### config.mk
export PLATFORM = sky130hd
export DESIGN_NAME = fetch
export DESIGN_NICKNAME = d
export VERILOG_FILES = /design/src/rtl/fetch_pkg.sv /design/src/rtl/fetch.sv
export SDC_FILE = /design/constraint.sdc
export NUM_CORES = 1
export LEC_CHECK = 0
export BUFFER_PORTS_ARGS = -buffer_cell sky130_fd_sc_hd__buf_2
export CAP_MARGIN = 20
export CORE_MARGIN = 5
export CORE_UTILIZATION = 50
export DETAILED_ROUTE_END_ITERATION = 8
export GPL_ROUTABILITY_DRIVEN = 0
export MAX_ROUTING_LAYER = met4
export PLACE_DENSITY = 0.86
export SLEW_MARGIN = 40
export SYNTH_ARGS = -nofsm -noshare
export SYNTH_HDL_FRONTEND = slang
export SYNTH_SLANG_ARGS = --single-unit
### constraint.sdc
create_clock -name clk -period 2.3 [get_ports clk]
set_input_delay 0.115 -clock clk [delete_from_list [all_inputs] [get_ports clk]]
set_output_delay 0.115 -clock clk [all_outputs]
set_load 0.005 [all_outputs]
### src/rtl/fetch_pkg.sv
// Shared constants for the instruction-fetch stage.
// State encodings, fetch exception codes and the default boot address.
package fetch_pkg;

  typedef enum logic [1:0] {
    BOOT     = 2'd0,
    RUN      = 2'd1,
    REDIRECT = 2'd2
  } state_t;

  localparam logic [7:0]  EXC_NONE           = 8'h00;
  localparam logic [7:0]  EXC_FETCH_MISALIGN = 8'h82;
  localparam logic [31:0] DEF_RESET_PC       = 32'h0000_0000;
  localparam logic [31:0] DEF_PC_STEP        = 32'd4;

  function automatic logic [31:0] word_align(input logic [31:0] a);
    return {a[31:2], 2'b00};
  endfunction

endpackage

### src/rtl/fetch.sv
// Instruction-fetch stage: owns the fetch PC, drives the 1-cycle imem.
// Optional FETCH_ALIGN_CHECK_EN flags misaligned redirect targets.
module fetch
  import fetch_pkg::*;
#(
  parameter logic [31:0] RESET_PC = DEF_RESET_PC,
  parameter logic [31:0] PC_STEP  = DEF_PC_STEP
) (
  input  logic        clk,
  input  logic        rst,
  input  logic        clk_en,
  input  logic        halt,
  input  logic        stall,
  input  logic        flush,
  input  logic [31:0] redirect_pc,
  output logic [31:0] mem_addr,
  output logic        mem_ren,
  output logic [31:0] pc_out,
  output logic        bubble_out,
  output logic [7:0]  exc_out
);

  state_t      state;
  logic [31:0] fetch_pc;
  logic [31:0] pc_q;
  logic        bubble_q;

  assign mem_addr   = fetch_pc;
  assign mem_ren    = 1'b1;
  assign pc_out     = pc_q;
  assign bubble_out = bubble_q;

`ifdef FETCH_ALIGN_CHECK_EN
  logic [7:0] exc_q;
  logic       mis_q;
  assign exc_out = exc_q;

  // Misaligned target is remembered across REDIRECT, reported on exit
  always_ff @(posedge clk) begin
    if (rst) begin
      exc_q <= EXC_NONE;
      mis_q <= 1'b0;
    end else if (!halt && clk_en) begin
      if (flush) begin
        exc_q <= EXC_NONE;
        mis_q <= |redirect_pc[1:0];
      end else if (!stall) begin
        exc_q <= (state == REDIRECT && mis_q) ?
                 EXC_FETCH_MISALIGN : EXC_NONE;
        mis_q <= 1'b0;
      end
    end
  end
`else
  assign exc_out = EXC_NONE;
`endif

  // Fetch PC, decode-side slot registers and boot/redirect state
  always_ff @(posedge clk) begin
    if (rst) begin
      state    <= BOOT;
      fetch_pc <= word_align(RESET_PC);
      pc_q     <= RESET_PC;
      bubble_q <= 1'b1;
    end else if (!halt && clk_en) begin
      if (flush) begin
        state    <= REDIRECT;
        fetch_pc <= word_align(redirect_pc);
        pc_q     <= fetch_pc;
        bubble_q <= 1'b1;
      end else if (!stall) begin
        unique case (state)
          BOOT, RUN, REDIRECT: begin
            state    <= RUN;
            fetch_pc <= fetch_pc + PC_STEP;
            pc_q     <= fetch_pc;
            bubble_q <= 1'b0;
          end
          default: begin
            state    <= BOOT;
            bubble_q <= 1'b1;
          end
        endcase
      end
    end
  end

endmodule

==> metrics.md <==
| Metric | Value |
|---|---|
| Status | `finished, final reports clean` |
| Drt wl/cell | `16.4 microns` |
| Buf/Inv on CP | `0` |
| Die area | `8310 sq um` |
| Initial cell density of the core | `0.516` |
| Setup TNS | `0 ps` |
| Synth Area per Inst | `8.07 sq um` |
| #FFs+latches synth | `63` |
| Vias per Instance | `5.79` |
| # port buffers | `96` |
| CP endpoint kind | `flip-flop` |
| Inserted Clock Buffers | `9` |
| Root Driver | `clkbuf_8` |
| Clk sink count | `63` |
| Delay-heaviest family, CP | `simple AND/OR/NAND/NOR gates` |
| Share of cells above drive strength 1 | `0.277` |
| Share of synthesized registers carrying an async set or reset | `0` |
| Final net count | `532` |
| Comb pwr share | `0.105` |
| Post-synth EDFFs | `0` |
| Total track usage | `0.229` |
| Post-route cell area | `3930 sq um` |
| Vias in the first global route | `3108` |
| Top Ports | `112` |
| Min Clock Period, post-route | `2070 ps` |
| Detailed Route Iter0 Violations | `276` |
| Post-cts sizing count | `0` |
| Seq/Total Area, Yosys | `0.383` |
| Clock latency at the later pin of the worst-skew pair | `350 ps` |
| Sw Ratio | `0.252` |
| RSZ-0062 raised after global routing | `false` |
| Synth unique cells | `59` |
| FF+latch area | `1260 sq um` |
| Max-slew headroom | `0.533` |
| Setup CP Type | `flip-flop to flip-flop` |
| WP data required | `2490 ps` |
| Largest net degree at the start of global routing | `53` |
| CTS tree | `done` |
| Lkg Pwr | `1.65 nW` |
| Fmax | `484 MHz` |
| Startpoint types | `flip-flop` |
| Fin worst setup slack | `233 ps` |
| CTS Hold Bufs | `0` |
| Synthesis-to-finish area growth | `19.5%` |
| Yosys top cell by area | `dfxtp_1` |
| Worst VDD drop | `0.459 mV` |
| Worst min path class | `input pin to flip-flop` |
| Slew Limit Fails | `0` |
| Antenna violations before repair | `1` |
| Largest stage delay, worst path | `470 ps` |
| CP Max Fanout | `6` |
| Top cell type's share of synthesized area | `0.383` |
| Place WS | `293 ps` |
| Final Routed Wirelength | `9450 microns` |
| Total gr overflow | `0` |
| Placed inst area | `3710 sq um` |
| Crit-path slowest cell | `dfxtp_1` |
| Antenna viol nets, final | `0` |
| Post-Layout Cell Count | `576` |
| Post-Syn Instances | `408` |
| Placeable Area | `6390 sq um` |
| Die H | `91.2 microns` |
| Final setup skew | `9.84 ps` |
| Worst slew pin tran | `701 ps` |
| DRC viols | `0` |
| Max_cap viols | `0` |
| Clock Power Share | `0.430` |
| P_sw | `644 uW` |
| Synthesized cell area | `3290 sq um` |
| Period utilization | `0.899` |
| Synth Flop Type | `dfxtp_1` |
| # rows | `29` |
| Power Dens Cells | `648 nW/um^2` |
| Crit path arrival time | `2260 ps` |
| HPWL after DPL | `6450 microns` |
| Routed vias | `3333` |
| H-tree depth | `3` |
| Final Hold Fails | `0` |
| DR pass1 iterations | `5` |
| Cell Int Power | `1.91 mW` |
| Crit-path cells | `ha_1 -> nand3_2 -> or2_1 -> or4_1 -> o21ai_1 -> a221oi_1` |
| # setup viols final | `0` |
| Fillers | `569` |
| Global-route wire length before repair | `15200 microns` |
| Placed cell count | `559` |
| Setup bufs post-CTS | `0` |
| Part of the power in registers | `0.465` |
| Multi-input gate area in the final layout | `1770 sq um` |
| Clock Path Buffers | `2` |
| Worst-path clk slew | `70 ps` |
| Synthesis warning total | `0` |
| Die Width | `91.2 microns` |
| Area contributors post-synth | `dfxtp_1 (38%), nand2_1 (9.6%), a21oi_1 (6.5%)` |
[stage by stage]
stage,utilization,power (mW),hold WS [ps]
CTS,0.616,2.56,30.8
floorplan,-,1.38,265
finish,0.616,2.55,40.0
detailed placement,0.581,1.47,391
global route,0.616,2.65,32.1
global placement,0.581,1.46,385
[tightest hold or removal path: stages]
cell and delay (ps):
buf_2 80, a222oi_1 70, nor2_1 80
[flip-flops by register name (all words and copies together), names as in the netlist]
name	flops
state	2
mem_addr	30
pc_out	30
bubble_out	1
[cell type report]
| type | count | area share |
|---|---|---|
| Clock inverter | 3 | 0.0165 |
| Tap cell | 77 | 0.0245 |
| Timing Repair Buffer | 106 | 0.141 |
| Multi-Input combinational cell | 307 | 0.450 |
| Antenna cell | 1 | 0.000636 |
| Inverter | 6 | 0.00573 |
| Clock buffer | 13 | 0.0404 |
| Sequential cell | 63 | 0.321 |
[cells by family (layout without fill, tap and decap cells)]
family | count (synthesis) | after routing | share of synthesized area
AO/OA/AOI/OAI | 105 | 105 | 0.200
XOR/XNOR | 5 | 5 | 0.0133
adder cells (fa/ha/maj) | 1 | 1 | 0.00380
buffers and inverters | 49 | 128 | 0.0954
flip-flops | 63 | 63 | 0.383
multiplexers | 6 | 6 | 0.0182
other | 2 | 14 | 0.00228
AND/OR/NAND/NOR | 177 | 177 | 0.284
[Yosys cell counts, types with 2 or more instances]
cell type / n
clkbuf_1: 17
dfxtp_1: 63
o21ai_1: 2
nor4_1: 2
inv_1: 5
or3_1: 4
o31ai_1: 2
xor2_1: 4
clkbuf_8: 4
o22ai_1: 4
buf_4: 13
a22oi_1: 5
o21ai_0: 15
nor2_4: 2
a211oi_1: 8
a211oi_2: 2
and4_1: 3
and3_1: 7
or2_1: 2
or4_1: 4
nand2b_1: 2
o211ai_1: 3
nor2_1: 24
nor3_1: 3
buf_6: 5
o221ai_1: 2
a21oi_1: 43
a221oi_1: 2
a311oi_1: 2
nor2b_1: 3
nand4_1: 14
nand4_4: 3
nand3_1: 11
nor4_4: 2
nand2_1: 84
buf_2: 3
mux2i_1: 6
a31oi_1: 6
conb_1: 2
[power groups by stage]
stage               Clock, mW  Sequential, mW  Combinational [mW]
CTS                      1.11            1.18               0.268
finish                   1.10            1.19               0.268
global placement            0            1.20               0.256
floorplan                   0            1.20               0.175
detailed placement          0            1.21               0.266
global route             1.17            1.19               0.295
[placed cells by master (no fill, tap or decap), drive strengths merged, types with 5 or more instances in the layout]
cell      n
mux2i     6
nand3    12
a22oi     5
a31oi     6
buf     106
nand4    18
inv       5
a21oi    43
nor2     27
a211oi   10
clkbuf   13
and3      8
dfxtp    63
o21ai    17
nand2    84
conb     13
[routing by layer]
layer  up-vias  track usage  wire, microns
li1       1599            -              -
met1      1524        0.279           3900
met2       178        0.345           4500
met3        32       0.0727            798
met4         0        0.104            248
met5         -            -              0
[path summary, 6_finish.rpt]
| path | endpoint | start | slack [ps] | cells after the start |
|---|---|---|---|---|
| max | mem_addr[18] | mem_addr[3] | 230 | 6 |
| min | mem_addr[5] | redirect_pc[5] | 40 | 3 |
| max reg2reg | mem_addr[18] | mem_addr[3] | 230 | 6 |
| min reg2reg | pc_out[29] | pc_out[29] | 450 | 2 |
No activity file was read; power rests on OpenSTA's default activity.
